[src/rtl/ie_image_loader.sv]
// ie_image_loader: streams a boot image into CPU memory and holds the CPU in
// reset until the whole image has been written.
//
// Image formats (selected by mode on an accepted start):
//   dense  (0): every source word is one data byte, written from BASE_ADDR up
//   sparse (1): source words alternate address, data
//
// Ports:
//   clk, rst            clock, synchronous active-high reset
//   start, mode         load request pulse and image format
//   src_valid/ready     source word handshake; src_data, src_last
//   mem_we/addr/wdata   memory write request, held until mem_ack
//   mem_ack             memory accepted the write (may be same cycle as mem_we)
//   cpu_hold            CPU reset hold, dropped only after a good load
//   busy, done, err     load status (done/err are sticky until next start)
//   byte_count          bytes written in the current load
//
// Optional build macro IE_LOADER_CHECKSUM_EN adds checksum / exp_checksum:
// a running modulo-2^DATA_W sum of acked bytes, compared with exp_checksum
// when the last byte is acked; a mismatch ends the load in ERROR.
module ie_image_loader #(
  parameter int unsigned ADDR_W    = 16,
  parameter int unsigned DATA_W    = 8,
  parameter logic [ADDR_W-1:0] BASE_ADDR = 'h0200,
  parameter int unsigned MAX_BYTES = 4096
) (
  input  logic              clk,
  input  logic              rst,
  input  logic              start,
  input  logic              mode,
  input  logic              src_valid,
  output logic              src_ready,
  input  logic [ADDR_W-1:0] src_data,
  input  logic              src_last,
  output logic              mem_we,
  output logic [ADDR_W-1:0] mem_addr,
  output logic [DATA_W-1:0] mem_wdata,
  input  logic              mem_ack,
  output logic              cpu_hold,
  output logic              busy,
  output logic              done,
  output logic              err,
  output logic [ADDR_W-1:0] byte_count
`ifdef IE_LOADER_CHECKSUM_EN
  ,
  output logic [DATA_W-1:0] checksum,
  input  logic [DATA_W-1:0] exp_checksum
`endif
);

  typedef enum logic [2:0] {
    S_IDLE, S_GET_ADDR, S_GET_DATA, S_WRITE, S_DONE, S_ERROR
  } state_t;

  state_t            state_q, state_d;
  logic              mode_q, mode_d;
  logic              last_q, last_d;
  logic [ADDR_W-1:0] cur_addr_q, cur_addr_d;
  logic              src_ready_q, src_ready_d;
  logic              mem_we_q, mem_we_d;
  logic [ADDR_W-1:0] mem_addr_q, mem_addr_d;
  logic [DATA_W-1:0] mem_wdata_q, mem_wdata_d;
  logic              cpu_hold_q, cpu_hold_d;
  logic              busy_q, busy_d;
  logic              done_q, done_d;
  logic              err_q, err_d;
  logic [ADDR_W-1:0] byte_count_q, byte_count_d;
  logic [DATA_W-1:0] checksum_q, checksum_d;

  logic              xfer;
  logic [31:0]       bc_next;
  logic [DATA_W-1:0] sum_next;
  logic              sum_ok;

  assign xfer     = src_valid && src_ready_q;
  // 32-bit count so the MAX_BYTES compare cannot alias when truncated
  assign bc_next  = 32'(byte_count_q) + 32'd1;
  assign sum_next = checksum_q + mem_wdata_q;
`ifdef IE_LOADER_CHECKSUM_EN
  assign sum_ok   = (sum_next == exp_checksum);
`else
  assign sum_ok   = 1'b1;
`endif

  always_comb begin
    state_d      = state_q;
    mode_d       = mode_q;
    last_d       = last_q;
    cur_addr_d   = cur_addr_q;
    mem_we_d     = mem_we_q;
    mem_addr_d   = mem_addr_q;
    mem_wdata_d  = mem_wdata_q;
    cpu_hold_d   = cpu_hold_q;
    busy_d       = busy_q;
    done_d       = done_q;
    err_d        = err_q;
    byte_count_d = byte_count_q;
    checksum_d   = checksum_q;

    case (state_q)
      S_IDLE, S_DONE, S_ERROR: begin
        if (start) begin
          mode_d       = mode;
          done_d       = 1'b0;
          err_d        = 1'b0;
          byte_count_d = '0;
          checksum_d   = '0;
          busy_d       = 1'b1;
          cpu_hold_d   = 1'b1;
          if (mode) begin
            state_d = S_GET_ADDR;
          end else begin
            cur_addr_d = BASE_ADDR;
            state_d    = S_GET_DATA;
          end
        end
      end
      S_GET_ADDR: begin
        if (xfer) begin
          // an address with nothing after it is a malformed image
          if (src_last) begin
            state_d = S_ERROR;
          end else begin
            cur_addr_d = src_data;
            state_d    = S_GET_DATA;
          end
        end
      end
      S_GET_DATA: begin
        if (xfer) begin
          mem_addr_d  = cur_addr_q;
          mem_wdata_d = src_data[DATA_W-1:0];
          last_d      = src_last;
          mem_we_d    = 1'b1;
          state_d     = S_WRITE;
        end
      end
      S_WRITE: begin
        if (mem_ack) begin
          mem_we_d     = 1'b0;
          byte_count_d = bc_next[ADDR_W-1:0];
          checksum_d   = sum_next;
          if (last_q) begin
            state_d = sum_ok ? S_DONE : S_ERROR;
          end else if ((!mode_q && cur_addr_q == '1) || bc_next == 32'(MAX_BYTES)) begin
            // dense address wrap or oversize image: abort rather than clobber
            state_d = S_ERROR;
          end else if (mode_q) begin
            state_d = S_GET_ADDR;
          end else begin
            cur_addr_d = cur_addr_q + 1'b1;
            state_d    = S_GET_DATA;
          end
        end
      end
      default: state_d = S_IDLE;
    endcase

    // terminal-state status is set on the transition so it shows the cycle after
    if (state_d != state_q && state_d == S_DONE) begin
      busy_d     = 1'b0;
      done_d     = 1'b1;
      cpu_hold_d = 1'b0;
    end
    if (state_d != state_q && state_d == S_ERROR) begin
      busy_d     = 1'b0;
      err_d      = 1'b1;
      cpu_hold_d = 1'b1;
    end

    src_ready_d = (state_d == S_GET_ADDR) || (state_d == S_GET_DATA);
  end

  always_ff @(posedge clk) begin
    if (rst) begin
      state_q      <= S_IDLE;
      mode_q       <= 1'b0;
      last_q       <= 1'b0;
      cur_addr_q   <= '0;
      src_ready_q  <= 1'b0;
      mem_we_q     <= 1'b0;
      mem_addr_q   <= '0;
      mem_wdata_q  <= '0;
      cpu_hold_q   <= 1'b1;
      busy_q       <= 1'b0;
      done_q       <= 1'b0;
      err_q        <= 1'b0;
      byte_count_q <= '0;
      checksum_q   <= '0;
    end else begin
      state_q      <= state_d;
      mode_q       <= mode_d;
      last_q       <= last_d;
      cur_addr_q   <= cur_addr_d;
      src_ready_q  <= src_ready_d;
      mem_we_q     <= mem_we_d;
      mem_addr_q   <= mem_addr_d;
      mem_wdata_q  <= mem_wdata_d;
      cpu_hold_q   <= cpu_hold_d;
      busy_q       <= busy_d;
      done_q       <= done_d;
      err_q        <= err_d;
      byte_count_q <= byte_count_d;
      checksum_q   <= checksum_d;
    end
  end

  assign src_ready  = src_ready_q;
  assign mem_we     = mem_we_q;
  assign mem_addr   = mem_addr_q;
  assign mem_wdata  = mem_wdata_q;
  assign cpu_hold   = cpu_hold_q;
  assign busy       = busy_q;
  assign done       = done_q;
  assign err        = err_q;
  assign byte_count = byte_count_q;
`ifdef IE_LOADER_CHECKSUM_EN
  assign checksum   = checksum_q;
`endif

endmodule

[config.mk]
export PLATFORM = sky130hd
export DESIGN_NAME = ie_image_loader
export DESIGN_NICKNAME = d
export VERILOG_FILES = /design/src/rtl/ie_image_loader.sv
export SDC_FILE = /design/constraint.sdc
export NUM_CORES = 1
export LEC_CHECK = 0
export ABC_AREA = 1
export ABC_CLOCK_PERIOD_IN_PS = 2450
export BUFFER_PORTS_ARGS = -buffer_cell sky130_fd_sc_hd__buf_2
export CAP_MARGIN = 5
export CORE_MARGIN = 8
export CORE_UTILIZATION = 55
export DETAILED_ROUTE_END_ITERATION = 6
export PLACE_DENSITY = 0.8
export SYNTH_ARGS = -nofsm -noshare
export SYNTH_HDL_FRONTEND = slang
export SYNTH_SLANG_ARGS = --single-unit
[constraint.sdc]
create_clock -name clk -period 2.45 [get_ports clk]
set_input_delay 0 -clock clk [delete_from_list [all_inputs] [get_ports clk]]
set_output_delay 0 -clock clk [all_outputs]
set_load 0.03 [all_outputs]
# --- Word level (Yosys, flattened, before mapping) ---
# Index checks and enable logic that the tools add are counted.
op_classes:
  muxes: 32
  addsub: 2
  n_eq_ne: 21
  reduce_logical: 25
op_table:
  columns: ["operator", "count"]
  rows:
  - ["$mux 16", 10]
  - ["$pmux 16 s3", 1]
  - ["$pmux 16 s2", 1]
  - ["$mux 3", 7]
  - ["$ne 2x2->1 const B", 9]
  - ["$add 16x1->17 const B", 1]
  - ["$eq 17x13->1 const B", 1]
  - ["$add 16x1->16 const B", 1]
  - ["$eq 16x16->1 const B", 1]
  - ["$eq 3x3->1 const B", 4]
  - ["$pmux 3 s4", 1]
  - ["$reduce_bool 2->1", 6]
  - ["$eq 3x2->1 const B", 3]
  - ["$mux 1", 9]
  - ["$reduce_and 9->1", 1]
  - ["$reduce_and 2->1", 4]
  - ["$eq 3x1->1 const B", 2]
  - ["$reduce_and 3->1", 2]
  - ["$reduce_or 3->1", 2]
  - ["$logic_and 1x1->1", 4]
  - ["$mux 2", 2]
  - ["$logic_not 3->1", 1]
  - ["$ne 3x3->1", 1]
  - ["$reduce_bool 3->1", 1]
  - ["other kinds (4)", 5]
totals:
  out_inout_bits: 46
  wordCells: 93
  inputBits: 23
  regBits: 67

# --- Logic depth before layout (Yosys ltp) ---
depth:
  ltp_word: 11
  mapped_depth: 20
  ltp_nobuf: 20

# --- Least setup slack after synthesis ---
# Ideal clock, no wire load.
synth_timing:
  path_kind: "register -> register"
  startpoint: "register byte_count_q[1], in the netlist byte_count[1]"
  endpoint: "register busy_q, in the netlist busy"
  n_path_buf: 0
  period_less_slack_ns: 2.376
  stages_incl_launch_ff: 20
  path_slack_ns: 0.074
  setup_ns: 0.111
  t_arrival_ns: 2.265
  t_required_ns: 2.339
  cell_sequence: "dfxtp_1 > ha_1 > nand2_2 > nor2_4 > nand3_1 > nand2_1 > nand2_1 > nor2_1 > nand2_1 > nor2_2 > nand2_2 > nand3_2 > nand2_2 > nand2_2 > inv_2 > or2_1 > inv_2 > nand2_2 > nand2_1 > nor2_1"
synth_via:
  elab_chain_cells: 10
  elab_cells_between_ends: 13
  classes_between: "add/sub: 1; eq/ne: 4; mux: 4; reduce/logical: 4"
synth_lines:
  columns: ["element", "line_no", "source"]
  rows:
  - ["start, declared", "67", "logic [ADDR_W-1:0] byte_count_q, byte_count_d;"]
  - ["start signal, assigned", "203", "byte_count_q <= byte_count_d;"]
  - ["$add 16x1->17 *", "77", "assign bc_next = 32'(byte_count_q) + 32'd1;"]
  - ["$eq 17x13->1 *", "145", "end else if ((!mode_q && cur_addr_q == '1) || bc_next == 32'(MAX_BYTES)) begin"]
  - ["$logic_or 1x1->1 *", "145", null]
  - ["$mux 3 *", "145", null]
  - ["$mux 3 *", "143", "if (last_q) begin"]
  - ["$mux 3 *", "139", "if (mem_ack) begin"]
  - ["$pmux 3 s4 *", "100", "case (state_q)"]
  - ["$ne 3x3->1 (tied with other cells)", "160, 165", null]
  - ["$logic_and 1x1->1, on equally long branches", "160, 165", null]
  - ["$reduce_or 3->1 (no line) *", null, null]
  - ["end signal, assigned", "200", "busy_q <= busy_d;"]
  - ["end, declared", "64", "logic busy_q, busy_d;"]
# Every way passes the cells marked *; elsewhere a longest branch is shown, timed or not.
# A chain may end at the register's enable or synchronous reset.

# --- Worst setup path in the final report ---
layout_timing:
  startpoint: "register cur_addr_q[0]"
  endpoint: "register busy_q, in the netlist busy"
layout_via:
  elab_chain_cells: 10
  elab_cells_between_ends: 13
  classes_between: "eq/ne: 4; mux: 4; reduce/logical: 5"
layout_lines:
  columns: ["element", "line_no", "source"]
  rows:
  - ["start, declared", "58", "logic [ADDR_W-1:0] cur_addr_q, cur_addr_d;"]
  - ["start signal, assigned", "194", "cur_addr_q <= cur_addr_d;"]
  - ["$eq 16x16->1 *", "145", null]
  - ["$logic_and 1x1->1 *", "145", null]
  - ["$logic_or 1x1->1 *", "145", null]
  - ["$mux 3 *", "145", null]
  - ["$mux 3 *", "143", null]
  - ["$mux 3 *", "139", null]
  - ["$pmux 3 s4 *", "100", null]
  - ["$ne 3x3->1 (tied with other cells)", "160, 165", null]
  - ["$logic_and 1x1->1, on equally long branches", "160, 165", null]
  - ["$reduce_or 3->1 (no line) *", null, null]
# Marked as above.

==> results by group <==
Logic synthesis
  • Synth Area in XOR/XNOR: less than 1%
  • Syn nets: 545
  • Post-synth ARST share: 0%
  • Synth Cell Area: ~3500 um2
  • FF+latch count, synth: 67
  • Largest family of logic cells by synthesized area: simple AND/OR/NAND/NOR gates
  • Fraction of the mapped netlist area in simple logic gates: between 30% and 40%
  • Post-synth top flop: dfxtp_1
  • Compound-Gate Fraction of Synth Area: 20.1%
  • Post-Synth Adder-Cell Area: 0.715%
  • Syn Inst Count: 520
  • Mux share of post-synthesis cell area: 0%
  • Sequential element share of the synthesized area: 38.3%
  • Avg Inst Size Synth: 6.73 um2
  • Synth cell types: 42
  • EDFF count, synth: 0
  • Synth warnings: 0

Setup path
  • Required time of the critical path: 2680 ps
  • Critical path class: reg -> reg
  • Setup crit start kind: register
  • CP arrival: about 2500 ps
  • Slowest stage cell, crit path: dfxtp_4
  • Reg2Reg Depth: 17
  • R2r endpoint: busy$_SDFFE_PP0P_
  • Most frequent CP cell: nand2_2
  • Crit-path max FO: 5
  • CP Cell Sequence: ha_4, nand3_1, nor2_2, nand2_2, nor2_4, nand4_1, nor2_2, nand3_2, nand3_2, nand2_2, nand2_2, inv_2, or2_1, inv_2, nand2_2, nand2_1, nor2_1
  • Element type at the critical path end: register
  • Worst path max stage delay: 380 ps
  • Setup slack, reg-to-reg: 150 ps
  • R2R Path Start: cur_addr_q[0]$_SDFFE_PP0P_

Placed design
  • Placed cell area: between 3000 and 4000 um2
  • Dpl hpwl: 7.01 mm
  • Port bufs: 68
  • Gpl congestion: 0.933

CTS
  • Worst-Skew Late Latency: 330 ps
  • # clock sinks: 67
  • Root buf cell: clkbuf_8
  • CTS Buffer Depth: 2
  • Num CTS Buffers: 9
  • CTS clk-pin slew, worst paths: 70 ps
  • # H-tree levels: 3
  • CTS tree: built

STA
  • Worst-margin pin slew: between 700 and 800 ps
  • Setup Skew: 6.07 ps
  • Setup TNS: 0 ps
  • Final Max Tran Viols: 0
  • Final hold slack: 25.5 ps
  • Max Clock Freq: approximately 0.43 GHz
  • Final period util: a little over nine tenths
  • Final Critical Period: roughly 2300 ps
  • Final hold vios: 0
  • # setup viols final: 0
  • Worst rel slew slack: 53.1%

Hold path
  • HP Class: in -> reg
  • Min-Delay Startpoint: src_data[11]
  • Hold path cells: 5
  • WHS Endpoint: cur_addr_q[11]$_SDFFE_PP0P_

Route
  • Vias: slightly below 4000
  • Iteration-0 DRC Markers: 276
  • DRC: 0
  • Detailed Route WL: a little over 10 mm
  • Post-DRT Antenna Nets: 0
  • Via-per-instance ratio: 5.55
  • Drt wl/cell: 14.6 um
  • TritonRoute pass-1 iters: 5

Pwr
  • LEAKAGE: 0.00193 uW
  • PwrDens: 664 nW/um2
  • Total power: 2940 uW
  • Sw frac: 31.3%
  • Power share of the clock group: a little over a third
  • Combinational Power Share: 21.2%
  • Maximum VDD drop: approximately 0.42 mV
  • Flop pwr share: 43.2%
  • Internal Power: 2020 uW
  • Psw: about 920 uW

Finish
  • Share of layout cells above drive strength 1: 26.6%
  • Design area: approximately 4400 um2
  • Final design utilization: between 70% and 80%
  • Layout Nets: 636
  • Diodes inserted: 0
  • Area grow syn2layout: 26.4%
  • Fill count: 531

Floorplanning
  • Row Count: 29
  • Core Region: 6240 um2
  • Die Y: 95.8 um
  • Die width: 95.8 um
  • IO Pins: 69
  • Die area: 9170 um2
  • Initial Utilization: 56.1%

Global route
  • Largest net degree at the start of global routing: 38
  • Total track usage: 22.7%
  • Vias in the first global route: 3822
  • Gr ovfl total: 0
  • Initial antenna violation count: 0
  • First-pass GRT wire length: 16.9 mm

Flow run
  • Total of max-cap violations: 0

Outcome
  • Outcome: completed
metal layers:
metal	GRT usage, %	up-vias	part of all wire (%)
met5	0	-	0
met4	10.4	0	2.6
met3	4.60	27	6.4
met2	40.6	151	50
met1	25.4	1774	41
li1	-	1897	-
worst max-delay path: cells and delay by family, from the launching register on:
family	cells	cell delay, ps
fa+ha+maj	1	140
buf+inv	2	110
flops	1	380
simple gates	14	1590
cell families (layout without fill, tap and decap cells):
logic type      Yosys count  count (layout)
flops                    67              67
fa+ha+maj                 2               2
simple gates            250             250
buf+inv                  71             167
compound gates          128             128
xor+xnor                  2               2
state kept, by name, indices dropped and copies added (netlist names):
register    count
last_q          1
done            1
cur_addr_q     16
byte_count     16
err             1
state_q         3
mem_addr       16
src_ready       1
busy            1
mem_we          1
cpu_hold        1
mem_wdata       8
mode_q          1
cell usage in the layout (no fill, tap or decap), drive strengths merged:
cell / count
nand2: 122
buf: 87
nor2: 75
dfxtp: 67
o21ai: 56
a21oi: 54
inv: 53
nand3: 31
clkbuf: 12
dlygate4sd3: 11
nor3: 8
a211oi: 7
nand4: 5
or2: 5
o22ai: 4
o21bai: 2
nand3b: 2
ha: 2
bufinv: 2
xor2: 2
and2: 1
a2111oi: 1
nor4: 1
a32oi: 1
a31oi: 1
a22oi: 1
a32o: 1
clkinvlp: 1
clkinv: 1
synth_stat cells (2+ instances only):
cell	number	area [um2]
nor3_1	6	30.0
nor2_2	6	37.5
nand2_1	112	420
inv_1	46	173
o21ai_1	4	20.0
nor3_2	2	20.0
or2_2	3	18.8
o21ai_0	52	260
o22ai_1	4	25.0
clkbuf_1	14	52.6
a21oi_1	52	260
nand4_1	5	31.3
a211oi_2	2	25.0
nor2_4	4	45.0
nand3b_1	2	15.0
nand3_1	28	140
inv_2	6	22.5
o21bai_1	2	15.0
ha_1	2	25.0
a21oi_2	2	17.5
nand3_2	3	30.0
dfxtp_1	67	1340
a211oi_1	5	37.5
nand2_2	9	56.3
nor2_1	65	244
final cells by class:
type / instances / area (um2) / share of cell area (%)
multi-input combinational: 382 / 1950 / 44.0
sequential: 67 / 1350 / 30.6
timing repair buffer: 98 / 597 / 13.5
inverter: 53 / 204 / 4.61
clock buffer: 12 / 155 / 3.51
tap: 77 / 96.3 / 2.18
clock inverter: 4 / 72.6 / 1.64
worst max path at each step:
stage	cells after the start	slack, ps	from	endpoint
6_report	17	150	cur_addr_q[0]$_SDFFE_PP0P_	busy$_SDFFE_PP0P_
5_1_grt	14	-60	cur_addr_q[0]$_SDFFE_PP0P_	cur_addr_q[3]$_SDFFE_PP0P_
3_5_place_dp	17	60	cur_addr_q[0]$_SDFFE_PP0P_	busy$_SDFFE_PP0P_
4_1_cts	17	40	cur_addr_q[0]$_SDFFE_PP0P_	busy$_SDFFE_PP0P_
3_3_place_gp	17	170	cur_addr_q[0]$_SDFFE_PP0P_	busy$_SDFFE_PP0P_
2_1_floorplan	19	70	byte_count[1]$_SDFFE_PP0P_	busy$_SDFFE_PP0P_
metrics by stage:
| stage | worst slack [ps] | cells |
|---|---|---|
| final | 151 | 693 |
| after global routing | -59.1 | 693 |
| after CTS | 42.7 | 690 |
| after detailed placement | 58.8 | 663 |
| after global placement | 166 | 663 |
| after floorplan | 74.2 | 520 |
what timing repair did:
item | in CTS | in global routing
endpoints found under the hold margin | 15 | 0
endpoints found under the setup margin | 0 | 21
resized for setup | 0 | 28
setup buffers | 0 | 3
hold buffers | 11 | 0
power groups by stage:
stage               Combinational, uW  Clock [uW]  Sequential (uW)
floorplan                         389           0             1310
global placement                  571           0             1280
detailed placement                585           0             1280
CTS                               599        1060             1260
global route                      698        1110             1280
finish                            624        1050             1270
Power figures use the tool's default switching activity.
